`src/rtl/apb_pkg.sv`:
```
// Shared APB definitions: master FSM state encoding and the fixed APB data width.
package apb_pkg;

    localparam int APB_DATA_W = 32;

    typedef enum logic [1:0] {
        ST_IDLE   = 2'd0,
        ST_SETUP  = 2'd1,
        ST_ACCESS = 2'd2,
        ST_RESP   = 2'd3
    } apb_state_e;

endpackage

```
`src/rtl/apb_timeout_cnt.sv`:
```
// Saturating ACCESS-phase wait counter. Flags the wait cycle whose increment reaches LIMIT.
module apb_timeout_cnt #(
    parameter int LIMIT = 255
) (
    input  logic HCLK,
    input  logic HRESETn,
    input  logic clear,
    input  logic enable,
    output logic expired
);

    localparam int CNT_W = (LIMIT > 0) ? $clog2(LIMIT + 1) : 1;
    localparam logic [CNT_W-1:0] LIMIT_C = CNT_W'(LIMIT);

    logic [CNT_W-1:0] cnt_q;
    logic [CNT_W-1:0] cnt_d;

    always_comb begin
        cnt_d = cnt_q;
        if (clear) begin
            cnt_d = '0;
        end else if (enable && (cnt_q != LIMIT_C)) begin
            cnt_d = cnt_q + CNT_W'(1);
        end
    end

    always_ff @(posedge HCLK or negedge HRESETn) begin
        if (!HRESETn) begin
            cnt_q <= '0;
        end else begin
            cnt_q <= cnt_d;
        end
    end

    // A zero limit means the timeout is disabled entirely.
    assign expired = (LIMIT != 0) && enable && !clear && (cnt_d == LIMIT_C);

endmodule

```
`src/rtl/apb_req_master.sv`:
```
// Request/response to APB master bridge: one transfer outstanding, registered APB and response outputs.
module apb_req_master
    import apb_pkg::*;
#(
    parameter int APB_ADDR_WIDTH = 12,
    parameter int TIMEOUT_CYCLES = 255
) (
    input  logic                      HCLK,
    input  logic                      HRESETn,
    input  logic                      req_valid,
    output logic                      req_ready,
    input  logic                      req_write,
    input  logic [APB_ADDR_WIDTH-1:0] req_addr,
    input  logic [APB_DATA_W-1:0]     req_wdata,
    output logic                      rsp_valid,
    input  logic                      rsp_ready,
    output logic [APB_DATA_W-1:0]     rsp_rdata,
    output logic                      rsp_err,
    output logic                      rsp_timeout,
    output logic [APB_ADDR_WIDTH-1:0] PADDR,
    output logic [APB_DATA_W-1:0]     PWDATA,
    output logic                      PWRITE,
    output logic                      PSEL,
    output logic                      PENABLE,
    input  logic [APB_DATA_W-1:0]     PRDATA,
    input  logic                      PREADY,
    input  logic                      PSLVERR
);

    apb_state_e                state_q, state_d;
    logic                      req_ready_q, req_ready_d;
    logic                      psel_q, psel_d;
    logic                      penable_q, penable_d;
    logic [APB_ADDR_WIDTH-1:0] paddr_q, paddr_d;
    logic [APB_DATA_W-1:0]     pwdata_q, pwdata_d;
    logic                      pwrite_q, pwrite_d;
    logic                      rsp_valid_q, rsp_valid_d;
    logic [APB_DATA_W-1:0]     rsp_rdata_q, rsp_rdata_d;
    logic                      rsp_err_q, rsp_err_d;
    logic                      rsp_timeout_q, rsp_timeout_d;

    logic cnt_clear;
    logic cnt_enable;
    logic cnt_expired;

    // Counter is zeroed during SETUP so it starts from 0 in the first ACCESS cycle.
    assign cnt_clear  = (state_q == ST_SETUP);
    assign cnt_enable = (state_q == ST_ACCESS) && !PREADY;

    apb_timeout_cnt #(
        .LIMIT (TIMEOUT_CYCLES)
    ) u_timeout_cnt (
        .HCLK    (HCLK),
        .HRESETn (HRESETn),
        .clear   (cnt_clear),
        .enable  (cnt_enable),
        .expired (cnt_expired)
    );

    always_comb begin
        state_d       = state_q;
        req_ready_d   = req_ready_q;
        psel_d        = psel_q;
        penable_d     = penable_q;
        paddr_d       = paddr_q;
        pwdata_d      = pwdata_q;
        pwrite_d      = pwrite_q;
        rsp_valid_d   = rsp_valid_q;
        rsp_rdata_d   = rsp_rdata_q;
        rsp_err_d     = rsp_err_q;
        rsp_timeout_d = rsp_timeout_q;

        case (state_q)
            ST_IDLE: begin
                if (req_valid) begin
                    state_d     = ST_SETUP;
                    req_ready_d = 1'b0;
                    psel_d      = 1'b1;
                    paddr_d     = {req_addr[APB_ADDR_WIDTH-1:2], 2'b00};
                    pwdata_d    = req_wdata;
                    pwrite_d    = req_write;
                end
            end
            ST_SETUP: begin
                state_d   = ST_ACCESS;
                penable_d = 1'b1;
            end
            ST_ACCESS: begin
                // A completer response on the limit cycle takes priority over the timeout.
                if (PREADY) begin
                    state_d       = ST_RESP;
                    psel_d        = 1'b0;
                    penable_d     = 1'b0;
                    rsp_valid_d   = 1'b1;
                    rsp_rdata_d   = pwrite_q ? '0 : PRDATA;
                    rsp_err_d     = PSLVERR;
                    rsp_timeout_d = 1'b0;
                end else if (cnt_expired) begin
                    state_d       = ST_RESP;
                    psel_d        = 1'b0;
                    penable_d     = 1'b0;
                    rsp_valid_d   = 1'b1;
                    rsp_rdata_d   = '0;
                    rsp_err_d     = 1'b1;
                    rsp_timeout_d = 1'b1;
                end
            end
            ST_RESP: begin
                if (rsp_ready) begin
                    state_d       = ST_IDLE;
                    req_ready_d   = 1'b1;
                    rsp_valid_d   = 1'b0;
                    rsp_rdata_d   = '0;
                    rsp_err_d     = 1'b0;
                    rsp_timeout_d = 1'b0;
                end
            end
            default: begin
                state_d     = ST_IDLE;
                req_ready_d = 1'b1;
                psel_d      = 1'b0;
                penable_d   = 1'b0;
                rsp_valid_d = 1'b0;
            end
        endcase
    end

    always_ff @(posedge HCLK or negedge HRESETn) begin
        if (!HRESETn) begin
            state_q       <= ST_IDLE;
            req_ready_q   <= 1'b1;
            psel_q        <= 1'b0;
            penable_q     <= 1'b0;
            paddr_q       <= '0;
            pwdata_q      <= '0;
            pwrite_q      <= 1'b0;
            rsp_valid_q   <= 1'b0;
            rsp_rdata_q   <= '0;
            rsp_err_q     <= 1'b0;
            rsp_timeout_q <= 1'b0;
        end else begin
            state_q       <= state_d;
            req_ready_q   <= req_ready_d;
            psel_q        <= psel_d;
            penable_q     <= penable_d;
            paddr_q       <= paddr_d;
            pwdata_q      <= pwdata_d;
            pwrite_q      <= pwrite_d;
            rsp_valid_q   <= rsp_valid_d;
            rsp_rdata_q   <= rsp_rdata_d;
            rsp_err_q     <= rsp_err_d;
            rsp_timeout_q <= rsp_timeout_d;
        end
    end

    assign req_ready   = req_ready_q;
    assign PSEL        = psel_q;
    assign PENABLE     = penable_q;
    assign PADDR       = paddr_q;
    assign PWDATA      = pwdata_q;
    assign PWRITE      = pwrite_q;
    assign rsp_valid   = rsp_valid_q;
    assign rsp_rdata   = rsp_rdata_q;
    assign rsp_err     = rsp_err_q;
    assign rsp_timeout = rsp_timeout_q;

endmodule

```
`config.mk`:
```
export PLATFORM = sky130hd
export DESIGN_NAME = apb_req_master
export DESIGN_NICKNAME = d
export VERILOG_FILES = /design/src/rtl/apb_pkg.sv /design/src/rtl/apb_timeout_cnt.sv /design/src/rtl/apb_req_master.sv
export SDC_FILE = /design/constraint.sdc
export NUM_CORES = 1
export LEC_CHECK = 0
export CORE_AREA = 8 8 82 139
export DETAILED_ROUTE_END_ITERATION = 6
export DIE_AREA = 0 0 90 147
export PLACE_DENSITY = 0.8
export SLEW_MARGIN = 20
export SYNTH_ARGS = -nofsm -noshare
export SYNTH_HDL_FRONTEND = slang
export SYNTH_SLANG_ARGS = --single-unit
```
`constraint.sdc`:
```
create_clock -name HCLK -period 2.9 [get_ports HCLK]
set_input_delay 0.435 -clock HCLK [delete_from_list [all_inputs] [get_ports HCLK]]
set_output_delay 0.435 -clock HCLK [all_outputs]
set_load 0.01 [all_outputs]
```
### Word-level counts from Yosys, hierarchy flattened

Index checks and enable logic that the tools add are counted.

* equal/unequal tests: 8
* multiplexer cells: 28
* add/subtract/negate cells: 1
* reduce and logical (&&, ||, !) cells: 17

Operators with widths (count)
* $mux W32: 4
* $pmux W32 S2: 1
* $mux W8: 2
* $pmux W1 S2: 6
* $reduce_and A3 Y1: 4
* $mux W1: 10
* $add A8 B1 Y8 const B: 1
* $eq A8 B8 Y1 const B: 1
* $mux W2: 4
* $ne A8 B8 Y1 const B: 1
* $pmux W2 S4: 1
* $reduce_bool A2 Y1: 4
* $eq A2 B2 Y1 const B: 2
* $logic_and A1 B1 Y1: 4
* $ne A2 B2 Y1 const B: 2
* $reduce_and A2 Y1: 2
* $ne A3 B3 Y1 const B: 1
* $eq A2 B1 Y1 const B: 1
* $logic_not A1 Y1: 2
* $logic_not A2 Y1: 1

* output and inout port bits: 83
* flip-flop bits (word level): 91
* logic and storage cells: 66
* input bits: 83

### Logic depth before layout (Yosys ltp)

* depth in word-level cells: 10
* depth in mapped cells: 10
* gate-level depth less buffers: 8

### Hierarchy

Synthesis repeated with hierarchy kept, for this count alone.

* cell total of the unflattened synthesis: 322
* area, all modules: 4000.1 um^2

Modules (own cells, without submodules)
* apb_req_master: area an instance 3533.4 um^2, cells an instance 276, sequential area each 2078.2 um^2, times used 1
* apb_timeout_cnt: area an instance 466.7 um^2, cells an instance 46, sequential area each 200.2 um^2, times used 1

### Worst setup path after synthesis

No wires, ideal clock.

* kind: reg-to-reg
* from: register u_timeout_cnt.cnt_q[0]
* to: register state_q[1]
* setup time: 0.127 ns
* required time: 2.773 ns
* data arrival time: 2.296 ns
* clock period less this slack: 2.423 ns
* setup slack: 0.477 ns
* path buffers: 0
* cell stages (with the launch flop): 8
* cell sequence: dfrtp_1 -> ha_1 -> and4_1 -> a211oi_1 -> o221ai_1 -> nor4b_4 -> o21a_1 -> mux2_1

* longest elaborated chain between the ends: 8
* elaborated cells on any way between the ends: 9
* those cells by class: add/sub: 1; eq/ne: 3; mux: 2; reduce/logical: 3

Ends and longest elaborated chain
* start: declaration: RTL line apb_timeout_cnt.sv:15 `logic [CNT_W-1:0] cnt_q;`
* start signal: assignment: RTL line apb_timeout_cnt.sv:31 `cnt_q <= cnt_d;`
* branches (longest 2 deep; another with $add A8 B1 Y8)
* $mux W8 *: RTL line apb_timeout_cnt.sv:22 `end else if (enable && (cnt_q != LIMIT_C)) begin`
* $mux W8 *: RTL line apb_timeout_cnt.sv:20 `if (clear) begin`
* $eq A8 B8 Y1 *: RTL line apb_timeout_cnt.sv:36 `assign expired = (LIMIT != 0) && enable && !clear && (cnt_d == LIMIT_C);`
* $logic_and A1 B1 Y1 *: RTL line apb_timeout_cnt.sv:36
* $ne A3 B3 Y1 (no source line) *
* $reduce_and A3 Y1 (no source line) *
* end signal: assignment: RTL line apb_req_master.sv:142 `state_q <= state_d;`
* end: declaration: RTL line apb_req_master.sv:30 `apb_state_e state_q, state_d;`

Every way passes the cells marked *.
A chain may end at the register's enable or synchronous reset.

### Final worst setup path

* from: register state_q[0]
* to: register rsp_rdata_q[12] (netlist: rsp_rdata[12])

* longest elaborated chain between the ends: 9
* elaborated cells on any way between the ends: 16
* those cells by class: eq/ne: 6; mux: 3; reduce/logical: 7

Ends and longest elaborated chain
* $eq A2 B2 Y1: RTL line apb_req_master.sv:48, apb_req_master.sv:73
* $logic_and A1 B1 Y1: RTL line apb_req_master.sv:48 `assign cnt_enable = (state_q == ST_ACCESS) && !PREADY;`
* $logic_and A1 B1 Y1: RTL line apb_timeout_cnt.sv:22
* $mux W8: RTL line apb_timeout_cnt.sv:22
* $mux W8: RTL line apb_timeout_cnt.sv:20
* $eq A8 B8 Y1: RTL line apb_timeout_cnt.sv:36
* $logic_and A1 B1 Y1: RTL line apb_timeout_cnt.sv:36
* $ne A3 B3 Y1 (no source line)
* $reduce_and A3 Y1 (no source line)
* end signal: assignment: RTL line apb_req_master.sv:150 `rsp_rdata_q <= rsp_rdata_d;`
* end: declaration: RTL line apb_req_master.sv:38 `logic [APB_DATA_W-1:0] rsp_rdata_q, rsp_rdata_d;`

Several ways; a longest one is shown, not always the timed one.

==> flow_summary.toml <==
[status]
status = "completed"

[synthesis]
ys_top_cells_by_area = "dfrtp_1 (57%), mux2_2 (12%), a21o_1 (6.0%), and3_1 (5.2%), ha_1 (1.6%)"
yosys.area.top_type_share = 0.566
synthAdderAreaFrac = 0.0157
yosys.area_share.simple = 0.110
synth_top_family_by_area = "multiplexers"
synth_compound_area_frac = 0.119
synth_commonest_cells = "dfrtp_1 (90), mux2_2 (43), and3_1 (33)"
syn-cell-area_mm2 = 0.00398
ys.flop_type = "dfrtp_1"
synth_top_area_cell = "dfrtp_1"
synth_cells = 313
ys_seq_area_frac = 0.572
synth_area_per_cell_um2 = 12.7
synthMuxAreaShare = 0.134
synthArstFlopShare = 1.00
ys_types = 51
synth_xor_area_frac = 0.00660
yosysWarnings = 0
synth_edf_count = 0
yosysMostFrequentCell = "dfrtp_1"
ys_ff_latch = 91

[route]
via_per_inst = 5.13
wl_per_cell_um = 18.3
vias = 3104
postRouteAntennaNets = 0
drt_first_iter_violations = 215
drc_errors = 0
drt-total-wl_mm = 11.1
first_pass_iters = 6

[floorplanning]
die_width_um = 90
dieArea_mm2 = 0.0132
dieHeight_um = 147
boundaryPins = 166
fp-row-count = 48
initial_utilization = 0.414
core_mm2 = 0.00961

[final_layout]
fin_nets = 563
antenna_cells = 0
layoutNonFillerInstCount = 605
areaGrowthSynthToFinish_pct = 51.8
post-route-util = 0.629
drive_gt1_frac = 0.169
fillerInstances = 752

[critical_path]
cpPeakStageDelay_ns = 0.42
end_kind = "register"
path_cells = "inv_1, ha_1, nand2b_1, a211oi_1, o221ai_1, nor4b_4, buf_4, o21bai_4, buf_12, a21o_1"
required_ns = 3.12
worst-path-max-fanout = 24
cp_slowest_cell = "dfrtp_1"
path_class = "register to register"
startpoint_type = "register"
arrival_ns = 2.95
worst-r2r-setup-slack_ns = 0.17

[timing]
fin_crit_ns = 2.73
clock.fmax_ghz = 0.367
max_slew_margin = 0.608
post-route-period-util = 0.941
worst_pin_slew_ns = 0.586
fin_worst_skew_ns = 0.0123
grt_setup_unrepaired = "no"
setup_tns_ns = 0
drv_slew = 0
setup_violations = 0
hold_violations = 0

[global_routing]
grt.busiest_layer = "met2"
grt_pass1_vias = 3484
use_met3 = 0.0664
antenna_found_initial = 0
grt_util_met1 = 0.163
grt_pass1_wl_mm = 18.2
gr-total-overflow = 0
grt.total_usage = 0.170
grt_max_degree = 92
met2_usage = 0.315

[clock_tree]
cts-root-buf = "clkbuf_16"
clock_latency_ns = 0.34
cts.sinks = 91
cts_buffers = 9
clkSlewWorstSetupHoldPaths_ns = 0.07
cts_resized = 0
clock_path_buffers = 2
tritoncts = "yes"
htreeDepth = 3

[placed_design]
gp_congestion = 0.918
hpwl_mm = 8.29
port_buffers = 161
dp_cells = 588

[pwr]
ir_drop_v = 0.000544
power_density_mw_per_mm2 = 1050
power.leakage_nw = 2.94

[worst_hold_path]
holdCritPathClass = "input port to asynchronous set/reset pin"

[run]
maxCapViolations = 0
## cell type report
| type | instances | area (um^2) | share of cell area |
|---|---|---|---|
| flip-flops and latches | 91 | 2280 | 0.377 |
| repair buffers | 171 | 1720 | 0.285 |
| multi-input cells | 193 | 1550 | 0.257 |
| clock buffers | 9 | 225 | 0.0373 |
| well taps | 125 | 156 | 0.0259 |
| clock inverters | 7 | 75.1 | 0.0124 |
| inverters | 9 | 33.8 | 0.00559 |
## per-stage QoR
stage	total power (W)	cell area [um^2]	setup slack [ns]	hold slack, ns
global placement	0.00515	5730	0.0699	0.458
CTS	0.00647	6030	0.176	0.160
detailed placement	0.00526	5730	0.0431	0.464
finish	0.00637	6040	0.172	0.134
floorplan	0.00360	3990	0.477	0.139
global route	0.00676	6040	0.00989	0.171
## report_power, final
group	switching [W]	internal (W)	total (W)	leakage, nW
clock	0.000493	0.000674	0.00117	0.150
combinational	0.00126	0.00174	0.00300	1.65
sequential	0.000332	0.00187	0.00220	1.14
total	0.00208	0.00429	0.00637	2.94
## placed cells by master, fill, tap and decap left out, drive strengths merged, types with 2 or more instances in the layout
cell type and count:
ha 5, mux2i 2, o21ai 4, dfrtp 90, a211oi 2, o221ai 2
mux2 45, buf 11, nand3 2, a22o 2, clkdlybuf4s50 160, xnor2 2
nand4 2, nor2b 3, a21oi 10, clkinv 4, a311oi 3, nor2 8
nor3 3, and4 2, clkbuf 9, and3 33, nand2 9, inv 11
conb 2, a21o 32
## sequential cells by signal, summed over array words and instances, names as in the netlist
| name | flops |
|---|---|
| PADDR | 10 |
| req_ready | 1 |
| rsp_err | 1 |
| PENABLE | 1 |
| rsp_valid | 1 |
| PWDATA | 32 |
| PWRITE | 1 |
| u_timeout_cnt.cnt_q | 8 |
| rsp_timeout | 1 |
| rsp_rdata | 32 |
| state_q | 2 |
| PSEL | 1 |
## logic make-up (layout without fill, tap and decap cells)
logic type | after synthesis | after routing
and+or+nand+nor | 72 | 72
DFF | 91 | 91
other | 1 | 2
adders and majority gates | 5 | 5
muxes | 47 | 47
buffers and inverters | 30 | 196
AOI/OAI and AO/OA | 64 | 64
xor gates and xnor gates | 3 | 3
## what timing repair did
action / in CTS / in global routing
setup buffers: 0 / 1
hold buffers: 0 / 0
endpoints found under the setup margin: 0 / 20
## worst max-delay path: cells and delay by family, from the launching register on
kind | cells | cell delay [ns]
adders and majority gates | 1 | 0.30
AOI/OAI and AO/OA | 4 | 0.90
DFF | 1 | 0.42
and+or+nand+nor | 2 | 0.49
buffers and inverters | 3 | 0.48
## metal layers
layer	vias up	wire, um	share of wire
met5	-	0	0
met4	0	207	0.019
met3	18	809	0.073
met2	114	6140	0.55
met1	1536	3930	0.35
li1	1436	-	-
## path summary, 6_finish.rpt
check	startpoint	to	cells past startpoint
hold / removal	HRESETn	rsp_rdata[4]	2
hold reg to reg	rsp_rdata[28]	rsp_rdata[28]	1
max in group asynchronous	HRESETn	req_ready	2
min in group HCLK	rsp_rdata[28]	rsp_rdata[28]	1
setup reg to reg	state_q[0]	rsp_rdata[12]	10
setup / recovery	state_q[0]	rsp_rdata[12]	10
No activity file was read; power rests on OpenSTA's default activity.
